`config.mk`:
```
export PLATFORM = sky130hd
export DESIGN_NAME = video_timing_gen_dual
export DESIGN_NICKNAME = d
export VERILOG_FILES = /design/src/rtl/video_timing_gen_dual.sv
export SDC_FILE = /design/constraint.sdc
export NUM_CORES = 1
export LEC_CHECK = 0
export BUFFER_PORTS_ARGS = -buffer_cell sky130_fd_sc_hd__buf_2
export CAP_MARGIN = 25
export CORE_UTILIZATION = 54
export CTS_BUF_LIST = sky130_fd_sc_hd__clkbuf_2 sky130_fd_sc_hd__clkbuf_4 sky130_fd_sc_hd__clkbuf_8
export DETAILED_ROUTE_END_ITERATION = 12
export PLACE_DENSITY = 0.8
export SETUP_SLACK_MARGIN = 0.02
export SYNTH_ARGS = -nofsm -noshare
export SYNTH_HDL_FRONTEND = slang
export SYNTH_SLANG_ARGS = --single-unit
```
`constraint.sdc`:
```
create_clock -name clk_pixel_in -period 5.05 [get_ports clk_pixel_in]
set_input_delay 0.505 -clock clk_pixel_in [delete_from_list [all_inputs] [get_ports clk_pixel_in]]
set_output_delay 0.505 -clock clk_pixel_in [all_outputs]
set_load 0.005 [all_outputs]
```
`src/rtl/video_timing_gen_dual.sv`:
```
// video_timing_gen_dual: dual-mode raster timing generator with pixel enable,
// frame-boundary mode switching, configurable sync polarity and frame counter.
module video_timing_gen_dual #(
    parameter int   ACTIVE_H_A      = 1280,
    parameter int   ACTIVE_H_B      = 640,
    parameter int   H_FRONT_PORCH_A = 110,
    parameter int   H_FRONT_PORCH_B = 16,
    parameter int   H_SYNC_WIDTH_A  = 40,
    parameter int   H_SYNC_WIDTH_B  = 96,
    parameter int   H_BACK_PORCH_A  = 220,
    parameter int   H_BACK_PORCH_B  = 48,
    parameter int   ACTIVE_LINES_A  = 720,
    parameter int   ACTIVE_LINES_B  = 480,
    parameter int   V_FRONT_PORCH_A = 5,
    parameter int   V_FRONT_PORCH_B = 10,
    parameter int   V_SYNC_WIDTH_A  = 5,
    parameter int   V_SYNC_WIDTH_B  = 2,
    parameter int   V_BACK_PORCH_A  = 20,
    parameter int   V_BACK_PORCH_B  = 33,
    parameter logic HS_POL          = 1'b1,
    parameter logic VS_POL          = 1'b1,
    parameter int   FC_WRAP         = 60,
    localparam int  TP_A = ACTIVE_H_A + H_FRONT_PORCH_A + H_SYNC_WIDTH_A + H_BACK_PORCH_A,
    localparam int  TP_B = ACTIVE_H_B + H_FRONT_PORCH_B + H_SYNC_WIDTH_B + H_BACK_PORCH_B,
    localparam int  TL_A = ACTIVE_LINES_A + V_FRONT_PORCH_A + V_SYNC_WIDTH_A + V_BACK_PORCH_A,
    localparam int  TL_B = ACTIVE_LINES_B + V_FRONT_PORCH_B + V_SYNC_WIDTH_B + V_BACK_PORCH_B,
    localparam int  HW   = $clog2(TP_A > TP_B ? TP_A : TP_B),
    localparam int  VW   = $clog2(TL_A > TL_B ? TL_A : TL_B),
    localparam int  FW   = $clog2(FC_WRAP)
) (
    input  logic          clk_pixel_in,
    input  logic          rst_n_in,
    input  logic          enable_in,
    input  logic          mode_sel_in,
    output logic [HW-1:0] hcount_out,
    output logic [VW-1:0] vcount_out,
    output logic          hs_out,
    output logic          vs_out,
    output logic          ad_out,
    output logic          nf_out,
    output logic          nl_out,
    output logic [FW-1:0] fc_out,
    output logic          mode_out
);
    localparam logic [HW-1:0] TPM1_A = HW'(TP_A - 1);
    localparam logic [HW-1:0] TPM1_B = HW'(TP_B - 1);
    localparam logic [VW-1:0] TLM1_A = VW'(TL_A - 1);
    localparam logic [VW-1:0] TLM1_B = VW'(TL_B - 1);
    localparam logic [HW-1:0] AH_A   = HW'(ACTIVE_H_A);
    localparam logic [HW-1:0] AH_B   = HW'(ACTIVE_H_B);
    localparam logic [HW-1:0] HS0_A  = HW'(ACTIVE_H_A + H_FRONT_PORCH_A);
    localparam logic [HW-1:0] HS0_B  = HW'(ACTIVE_H_B + H_FRONT_PORCH_B);
    localparam logic [HW-1:0] HS1_A  = HW'(ACTIVE_H_A + H_FRONT_PORCH_A + H_SYNC_WIDTH_A);
    localparam logic [HW-1:0] HS1_B  = HW'(ACTIVE_H_B + H_FRONT_PORCH_B + H_SYNC_WIDTH_B);
    localparam logic [VW-1:0] AL_A   = VW'(ACTIVE_LINES_A);
    localparam logic [VW-1:0] AL_B   = VW'(ACTIVE_LINES_B);
    localparam logic [VW-1:0] VS0_A  = VW'(ACTIVE_LINES_A + V_FRONT_PORCH_A);
    localparam logic [VW-1:0] VS0_B  = VW'(ACTIVE_LINES_B + V_FRONT_PORCH_B);
    localparam logic [VW-1:0] VS1_A  = VW'(ACTIVE_LINES_A + V_FRONT_PORCH_A + V_SYNC_WIDTH_A);
    localparam logic [VW-1:0] VS1_B  = VW'(ACTIVE_LINES_B + V_FRONT_PORCH_B + V_SYNC_WIDTH_B);
    localparam logic [FW-1:0] FCM1   = FW'(FC_WRAP - 1);

    typedef enum logic {ST_START, ST_RUN} state_t;

    state_t        r_state, w_state_nx;
    logic [HW-1:0] r_hcount, w_h_nx, w_ah, w_hs0, w_hs1;
    logic [VW-1:0] r_vcount, w_v_nx, w_al, w_vs0, w_vs1;
    logic [FW-1:0] r_fc, w_fc_nx;
    logic          r_hs, r_vs, r_ad, r_nf, r_nl, r_mode;
    logic          w_h_end, w_v_end, w_mode_nx, w_nf;

    always_ff @(posedge clk_pixel_in or negedge rst_n_in) begin
        if (!rst_n_in) r_state <= ST_START;
        else           r_state <= w_state_nx;
    end

    // A pending switch request is simply mode_sel_in != mode_out; sampling it
    // on the wrap edge honours requests that arrive on that very edge and
    // drops requests that were withdrawn before it.
    always_comb begin
        w_state_nx = enable_in ? ST_RUN : r_state;
        w_h_end    = r_hcount == (r_mode ? TPM1_B : TPM1_A);
        w_v_end    = r_vcount == (r_mode ? TLM1_B : TLM1_A);
        w_h_nx     = '0;
        w_v_nx     = '0;
        w_mode_nx  = mode_sel_in;
        if (r_state == ST_RUN) begin
            w_h_nx    = w_h_end ? '0 : r_hcount + 1'b1;
            w_v_nx    = !w_h_end ? r_vcount : w_v_end ? '0 : r_vcount + 1'b1;
            w_mode_nx = (w_h_end && w_v_end) ? mode_sel_in : r_mode;
        end
        w_ah    = w_mode_nx ? AH_B  : AH_A;
        w_hs0   = w_mode_nx ? HS0_B : HS0_A;
        w_hs1   = w_mode_nx ? HS1_B : HS1_A;
        w_al    = w_mode_nx ? AL_B  : AL_A;
        w_vs0   = w_mode_nx ? VS0_B : VS0_A;
        w_vs1   = w_mode_nx ? VS1_B : VS1_A;
        w_nf    = (w_h_nx == w_ah) && (w_v_nx == w_al);
        w_fc_nx = !w_nf ? r_fc : (r_fc == FCM1) ? '0 : r_fc + 1'b1;
    end

    // Decode uses the next position so every output matches the count it sits beside.
    always_ff @(posedge clk_pixel_in or negedge rst_n_in) begin
        if (!rst_n_in) begin
            r_hcount <= '0;
            r_vcount <= '0;
            r_hs     <= ~HS_POL;
            r_vs     <= ~VS_POL;
            r_ad     <= 1'b0;
            r_nf     <= 1'b0;
            r_nl     <= 1'b0;
            r_fc     <= '0;
            r_mode   <= 1'b0;
        end else if (enable_in) begin
            r_hcount <= w_h_nx;
            r_vcount <= w_v_nx;
            r_hs     <= (w_h_nx >= w_hs0 && w_h_nx < w_hs1) ? HS_POL : ~HS_POL;
            r_vs     <= (w_v_nx >= w_vs0 && w_v_nx < w_vs1) ? VS_POL : ~VS_POL;
            r_ad     <= (w_h_nx < w_ah) && (w_v_nx < w_al);
            r_nf     <= w_nf;
            r_nl     <= w_h_nx == '0;
            r_fc     <= w_fc_nx;
            r_mode   <= w_mode_nx;
        end else begin
            r_nf     <= 1'b0;
            r_nl     <= 1'b0;
        end
    end

    assign hcount_out = r_hcount;
    assign vcount_out = r_vcount;
    assign hs_out     = r_hs;
    assign vs_out     = r_vs;
    assign ad_out     = r_ad;
    assign nf_out     = r_nf;
    assign nl_out     = r_nl;
    assign fc_out     = r_fc;
    assign mode_out   = r_mode;
endmodule

```
==> results of run 1 <==
## worst paths after layout
path,start,end,slack [ps],cells after the start
min in group clk_pixel_in,vs_out,vs_out,500,1
hold / removal,rst_n_in,hcount_out[7],300,1
hold reg to reg,vs_out,vs_out,500,1
max in group asynchronous,rst_n_in,vcount_out[2],4250,1
setup / recovery,hcount_out[6],fc_out[2],760,15
setup reg to reg,hcount_out[6],fc_out[2],760,15
## final cells by class
| type | count | area, um^2 | share of cell area |
|---|---|---|---|
| Multi-Input combinational cell | 224 | 1657 | 0.5663 |
| Sequential cell | 34 | 850.8 | 0.2908 |
| Inverter | 16 | 60.06 | 0.02053 |
| Clock inverter | 1 | 5.005 | 0.001711 |
| Tap cell | 54 | 67.56 | 0.02310 |
| Clock buffer | 7 | 90.09 | 0.03080 |
| Timing Repair Buffer | 38 | 195.2 | 0.06672 |
## power by group through the flow
stage,Combinational [W],Sequential [W],Clock [W]
floorplan,0.000259,0.000330,0
global placement,0.000305,0.000361,0
detailed placement,0.000320,0.000364,0
CTS,0.000323,0.000359,0.000219
global route,0.000365,0.000366,0.000230
finish,0.000324,0.000360,0.000212
## cells by family (layout without fill, tap and decap cells)
logic type,count (synthesis),count (layout)
fa+ha+maj,27,27
mux,17,17
simple gates,106,106
compound gates,59,59
flops,34,34
buf+inv,28,62
xor+xnor,15,15
## cell usage in the layout, fill, tap and decap left out, drive strengths merged, types with 2 or more instances in the layout
cell type and instances:
inv 16, a211o 2, o31ai 7, clkbuf 7
mux2i 2, nor2 33, xnor2 7, dfrtp 34
xor2 8, nand4 6, o21bai 2, buf 38
nand2 17, a32o 3, nor3 4, mux2 15
a21o 2, or3 2, o2bb2ai 2, and4 3
nor4 3, a31oi 2, o211ai 4, ha 27
nand3 15, nand4b 5, nor2b 3, a21oi 19
nand2b 3, or2 2, o21ai 9, and3 5
## routing by layer
metal  up-vias  share of wire
met4         0          0.028
met1      1130           0.46
met2        77           0.47
met3        15          0.049
met5         -              0
li1       1109              -
## worst register-to-register path, delay by kind of cell (launching register included)
family / cells / cell delay (ps)
AOI/OAI and AO/OA: 2 / 500
adders and majority gates: 1 / 360
buffers and inverters: 2 / 440
DFF: 1 / 500
muxes: 2 / 590
and+or+nand+nor: 8 / 1790
## stage by stage
step	power (W)	std cells	utilization
after floorplan	0.0005888	286	-
after global placement	0.0006665	366	0.6032
after detailed placement	0.0006841	366	0.6032
after CTS	0.0009008	374	0.6235
after global routing	0.0009607	374	0.6235
final	0.0008959	374	0.6235
==> out/metrics.sh, run 1 <==
RUN_STATUS='complete, no violations'
MAPPEDNETLISTAREA_UM2=2626
CAP_VIOLATIONS=0
NUMBER_OF_GLOBAL_ROUTE_VIAS_BEFORE_REPAIR=2084
TRITONCTS.NUM_BUFFERS=5
BUFFER_PORTS.INSERTED=36
CTS_BUFFER_DEPTH=2
SWITCHING_POWER_W=0.0003362
COUNT_OF_BUFFER_AND_INVERTER_CELLS_ON_THE_CRITICAL_PATH=2
ROUTED_WL_UM=6102
SEQ_POWER_SHARE=0.402
WORST_SLACK_PS=757.7
LARGEST_REGISTER_FF_COUNT=11
FLOW.AREA_GROWTH_FROM_SYNTHESIS_PCT=11.39
TIMING.SLEW.HEADROOM=0.4717
SYNTHESIS.NETS=317
PLACEABLECOREAREA_UM2=4692
PEAKVDDDROP_mV=0.1809
PRE_CTS_WS_PS=846.3
COUNT_OF_FLIP_FLOPS_WITH_A_BUILT_IN_ENABLE_AFTER_SYNTHESIS=0
ASYNCSETRESETFLOPFRACSYNTH=1.000
ROUTABILITY_DRIVEN_PLACEMENT_CONGESTION_RATIO=0.8689
PATH_CELLS='nor4bb_1, nand4b_1, a21oi_2, buf_4, nor2_1, nor2_1, mux2i_1, inv_1, ha_1, and3_1, nand3_1, a2111oi_4, nand3_2, or3_4, mux2_4'
POST_SYNTH_FA_HA_MAJ_AREA_FRACTION=0.1286
INITIAL_ANTENNA_VIOLATION_COUNT=0
PWR_DENSITY_CELL_nW_PER_UM2=306.3
CRITPATHSLOWESTCELL='dfrtp_1'
TIGHTEST_SLEW_PS=792.5
GRT.BUSIEST_LAYER='met2'
POST_SYNTH_MAIN_AREA_CONTRIBUTORS='dfrtp_1 (32%), ha_1 (13%), mux2_2 (5.6%)'
DP.FINAL_HPWL_UM=4479
PLACEMENTROWS=25
IOS=37
POST-ROUTE-PERIOD-UTIL=0.8500
FP.DIEAREA_UM2=5147
CRIT_ARRIVAL_PS=4470
SETUP-TNS-FINAL_PS=0
DIE-HEIGHT_UM=71.74
SYNTH_TOP_FAMILY_BY_AREA='simple AND/OR/NAND/NOR gates'
CRITICAL_PATH_CLASS='reg -> reg'
TIMING.CRITICAL_PATH.MODE_CELL='nor2_1'
DRC_ERRORS=0
FINALMAXSLEWVIOLATIONS=0
TIMING.FINAL.SETUP_VIOLATIONS=0
YOSYS.CELL_COUNT.TOP_TYPE='dfrtp_1'
POWER.SHARE.SWITCHING=0.3753
ANTENNA-DIODE-COUNT=0
CRITICAL_PATH_RT_PS=5230
SYNTHCELLS=286
FLOORPLAN.INITIALDENSITY=0.5597
OVERFLOW=0
GROUTE.LAYER.MET2.USAGE=0.3920
CLK_PIN_SLEW_WORST_PATHS_PS=70
SYNTHSIMPLEGATEAREAFRAC=0.2149
POWER.SHARE.CLOCK=0.236
FINALNETCOUNT=350
TRITONCTS_NUM_SINKS=34
SYNTH_MUX_AREA_FRAC=0.07337
FIN_HOLD_WS_PS=296.2
SYNTH_TOP_CELLS_BY_COUNT='dfrtp_1 (34), nor2_1 (33), ha_1 (27), nand2_1 (17)'
GRTUSAGETOTAL=0.2499
YS_SEQ_AREA_FRAC=0.3240
SYNTH_SEQ_CELLS=34
POWER.INTERNAL_W=0.0005597
POWER.COMBINATIONAL.FRACTION=0.362
CELL_AREA_AFTER_LAYOUT_UM2=2925
GLOBAL_ROUTE.USAGE.MET3=0.05204
STARTPOINT_TYPE_OF_THE_WORST_SETUP_PATH='flop'
CTS.HOLD.BUFFERS_ADDED=0
HOLD_VIOL_FINAL=0
CLK_ROOT_BUFFER_CELL='clkbuf_8'
INSERTION_DELAY_PS=290
TIMING.HOLD.WORST.CLASS='in -> async'
STATIC-LEAKAGE-POWER_nW=1.411
CTS_RESIZED=0
DRIVE_ABOVE_1_SHARE=0.2250
FMAX_MHz=233.0
DR.FIRST_ITER.DRC_COUNT=160
ROUTE.VIAS.TOTAL=2331
YOSYS_WARNINGS=0
NUM-FILL-CELLS=414
GRTUSAGEMET1=0.3318
TIMING.CRITICAL_PATH.SLOWEST_CELL_DELAY_PS=500
CRIT_FAMILY='simple AND/OR/NAND/NOR gates'
DRTPASS1ITERATIONS=5
ANTENNA_LEFT=0
ROUTED_WIRELENGTH_NORMALIZED_BY_INSTANCE_COUNT_UM=16.32
FINALCRITICALPERIOD_PS=4292
VIASPERCELL=6.233
SYNTH.LARGEST_AREA_CELL='dfrtp_1'
WORST-PATH-MAX-FANOUT=15
HTREE_LEVELS=2
SYNTH_COMPOUND_GATE_AREA_SHARE=0.1639
DIE_WIDTH_UM=71.74
POST-CTS-SETUP-BUFFER-COUNT=0
PLACEDINSTANCEAREA_UM2=2830
CLOCK_TREE_FROM_TRITONCTS='yes'
SYNTH-MAIN-FF-CELL='dfrtp_1'
SYNTH_XOR_XNOR_AREA_SHARE=0.05002
CRIT_PATH_END_KIND='flop'
AVGSYNTHCELLAREA_UM2=9.183
GLOBAL_ROUTE_WIRE_LENGTH_BEFORE_REPAIR_UM=9942
SYNTH.DISTINCT_CELLS=56
WORST_CLOCK_SKEW_PS=5.163
YOSYS.AREA.TOP_TYPE_SHARE=0.3240
SETUP_REPAIR_AFTER_GLOBAL_ROUTING_MISSED_ITS_MARGIN='no'
GRT_START_MAX_NET_PINS=35
Power figures use the tool's default switching activity.
==> run 2: changes to the inputs <==
- CORE_UTILIZATION: 54 -> 60
- PLACE_DENSITY: 0.8 -> 0.84
- clock period: 5.05 -> 4.4 ns (I/O delays scaled with it)
==> out/metrics.sh, run 2 (synthesis gave the netlist of run 1 again) <==
LAYOUT.CELLS.NON_FILLER=371  # -0.80%
FINALNETCOUNT=352  # +0.57%
GRT.BUSIEST_LAYER='met2'
FMAX_MHz=240.6  # +3.3%
REG2REG_SETUP_SLACK_PS=240  # -510 ps
VIASPERCELL=6.226  # about the same
ROUTED_WL_UM=6161  # +0.97%
INITIAL_ANTENNA_VIOLATION_COUNT=0  # unchanged
GRTUSAGEMET1=0.4012  # +0.06940
WORST-PATH-MAX-FANOUT=12  # -3
ROUTABILITY_DRIVEN_PLACEMENT_CONGESTION_RATIO=0.8913  # +2.6%
PATH_CELLS='or4b_1, o22ai_2, a21oi_2, nor2_1, mux2i_4, inv_1, ha_1, and3_1, nand3_1, a2111oi_4, nand3_2, or3_4, mux2_4'
FINALCRITICALPERIOD_PS=4157  # -135.7 ps
STARTPOINT_TYPE_OF_THE_WORST_SETUP_PATH='flop'
MOSTFREQUENTLAYOUTCELLS='buf_2 (36), dfrtp_1 (34), nor2_1 (33)'
CRITPATHSLOWESTCELL='or4b_1'
TIMING.CRITICAL_PATH.SLOWEST_CELL_DELAY_PS=580  # +80 ps
DIE-HEIGHT_UM=68.16  # -5.0%
FINAL_CORE_UTILIZATION=0.7136  # +0.09012
NUMBER_OF_GLOBAL_ROUTE_VIAS_BEFORE_REPAIR=2063  # -1.0%
BUFFER_PORTS.INSERTED=36  # unchanged
INSERTION_DELAY_PS=290  # about the same
GRT_START_MAX_NET_PINS=35  # unchanged
GRTUSAGETOTAL=0.2910  # +0.04107
ANTENNA_LEFT=0  # unchanged
PLACEABLECOREAREA_UM2=4115  # -12%
R2R-START='vcount_out[0]'
CRIT_ARRIVAL_PS=4340  # -130 ps
LARGEST_REGISTER_FF_COUNT=11  # unchanged
TIMING.FINAL.SETUP_VIOLATIONS=0  # unchanged
TRITONCTS_NUM_SINKS=34  # unchanged
TRITONCTS.NUM_BUFFERS=5  # unchanged
SETUP.WORST_PATH.START='vcount_out[0]'
MOSTFREQUENTLAYOUTCELL='buf_2'
PLACEDINSTANCEAREA_UM2=2853  # +0.80%
FLOW.AREA_GROWTH_FROM_SYNTHESIS_PCT=11.82
DR.FIRST_ITER.DRC_COUNT=263  # +64%
CELL_AREA_AFTER_LAYOUT_UM2=2937  # +0.38%
IOS=37  # unchanged
DRTPASS1ITERATIONS=4  # -1
WORST_CLOCK_SKEW_PS=7.964  # +2.801 ps
DP.FINAL_HPWL_UM=4437  # -0.94%
GLOBAL_ROUTE.USAGE.MET3=0.06500  # +0.01296
CTS_RESIZED=0  # unchanged
WORST-R2R-CELL-COUNT=13  # -2
PWR_DENSITY_CELL_nW_PER_UM2=345.5  # +13%
CAP_VIOLATIONS=0  # unchanged
CRITICAL_PATH_RT_PS=4580  # -650 ps
FLOORPLAN.INITIALDENSITY=0.6382  # +0.07845
RUN_STATUS='complete, no violations'
CRITICAL_PATH_CLASS='reg -> reg'
CRIT_FAMILY='simple AND/OR/NAND/NOR gates'
POST-PLACE-CELLS=364  # -0.55%
TIMING.HOLD.WORST.CLASS='in -> async'
CLK_ROOT_BUFFER_CELL='clkbuf_8'
PEAKVDDDROP_mV=0.1792  # -0.92%
PLACEMENTROWS=23  # -8.0%
POST-CTS-SETUP-BUFFER-COUNT=0  # unchanged
POST-ROUTE-PERIOD-UTIL=0.9447  # +0.09473
COUNT_OF_BUFFER_AND_INVERTER_CELLS_ON_THE_CRITICAL_PATH=1  # -1
NUM-FILL-CELLS=308  # -26%
ANTENNA-DIODE-COUNT=0  # unchanged
CTS.HOLD.BUFFERS_ADDED=0  # unchanged
SETUP-TNS-FINAL_PS=0  # unchanged
DIE_WIDTH_UM=68.16  # -5.0%
ROUTED_WIRELENGTH_NORMALIZED_BY_INSTANCE_COUNT_UM=16.61  # +1.8%
DESIGN_POWER_TOTAL_W=0.001015  # +13%
CRIT_PATH_END_KIND='flop'
HTREE_LEVELS=2  # unchanged
TIMING.SLEW.HEADROOM=0.4901  # +0.01843
GROUTE.LAYER.MET2.USAGE=0.4436  # +0.05159
ROUTE.VIAS.TOTAL=2310  # -0.90%
GLOBAL_ROUTE_WIRE_LENGTH_BEFORE_REPAIR_UM=9880  # -0.62%
TIGHTEST_SLEW_PS=764.9  # -27.64 ps
DRIVE_ABOVE_1_SHARE=0.2305  # +0.005530
HOLD_VIOL_FINAL=0  # unchanged
CLOCK_TREE_FROM_TRITONCTS='yes'
CTS_BUFFER_DEPTH=2  # unchanged
CLK_PIN_SLEW_WORST_PATHS_PS=70  # about the same
FINALMAXSLEWVIOLATIONS=0  # unchanged
OVERFLOW=0  # unchanged
REG2REG_TO='fc_out[2]'
DRC_ERRORS=0  # unchanged
FP.DIEAREA_UM2=4646  # -9.7%
STATIC-LEAKAGE-POWER_nW=1.419  # +0.51%
SETUP_REPAIR_AFTER_GLOBAL_ROUTING_MISSED_ITS_MARGIN='no'
-- run 2: changes by cell type in the layout (fill, tap and decap cells not counted), sizes merged --
cell    change
clkinv      -1
buf         +2
-- run 2: cell type report --
type | instances | area [um^2] | area share
tap | 50 | 62.56 | 0.02130
sequential | 34 | 850.8 | 0.2897
timing repair buffer | 40 | 210.2 | 0.07158
inverter | 16 | 60.06 | 0.02045
clock buffer | 7 | 83.83 | 0.02855
multi-input combinational | 224 | 1669 | 0.5684
-- run 2: worst max path at each step --
| stage | cells after the start | slack (ps) | to |
|---|---|---|---|
| 6_report | 13 | 240 | fc_out[2] |
| 5_1_grt | 13 | 70 | fc_out[2] |
| 4_1_cts | 13 | 280 | fc_out[2] |
| 3_5_place_dp | 13 | 280 | fc_out[2] |
| 3_3_place_gp | 13 | 430 | fc_out[2] |
| 2_1_floorplan | 16 | 80 | fc_out[2] |
-- run 2: through the flow --
| step | hold WS (ps) | setup WS (ps) |
|---|---|---|
| 2_1_floorplan | 144.4 | 75.94 |
| 3_3_place_gp | 476.3 | 425.6 |
| 3_5_place_dp | 471.3 | 281.1 |
| 4_1_cts | 245.7 | 277.0 |
| 5_1_grt | 288.3 | 65.86 |
| 6_report | 221.5 | 243.4 |
-- run 2: per-layer routing --
layer | up-vias | share of wire
met5 | - | 0
met4 | 0 | 0.013
met3 | 10 | 0.082
met2 | 100 | 0.45
met1 | 1083 | 0.46
li1 | 1117 | -
-- run 2: power breakdown --
group / internal (W) / switching (W) / leakage [nW]
Sequential: 0.000344 / 0.0000710 / 0.431
Clock: 0.000121 / 0.000111 / 0.0452
Combinational: 0.000166 / 0.000201 / 0.942
Total: 0.000631 / 0.000383 / 1.42
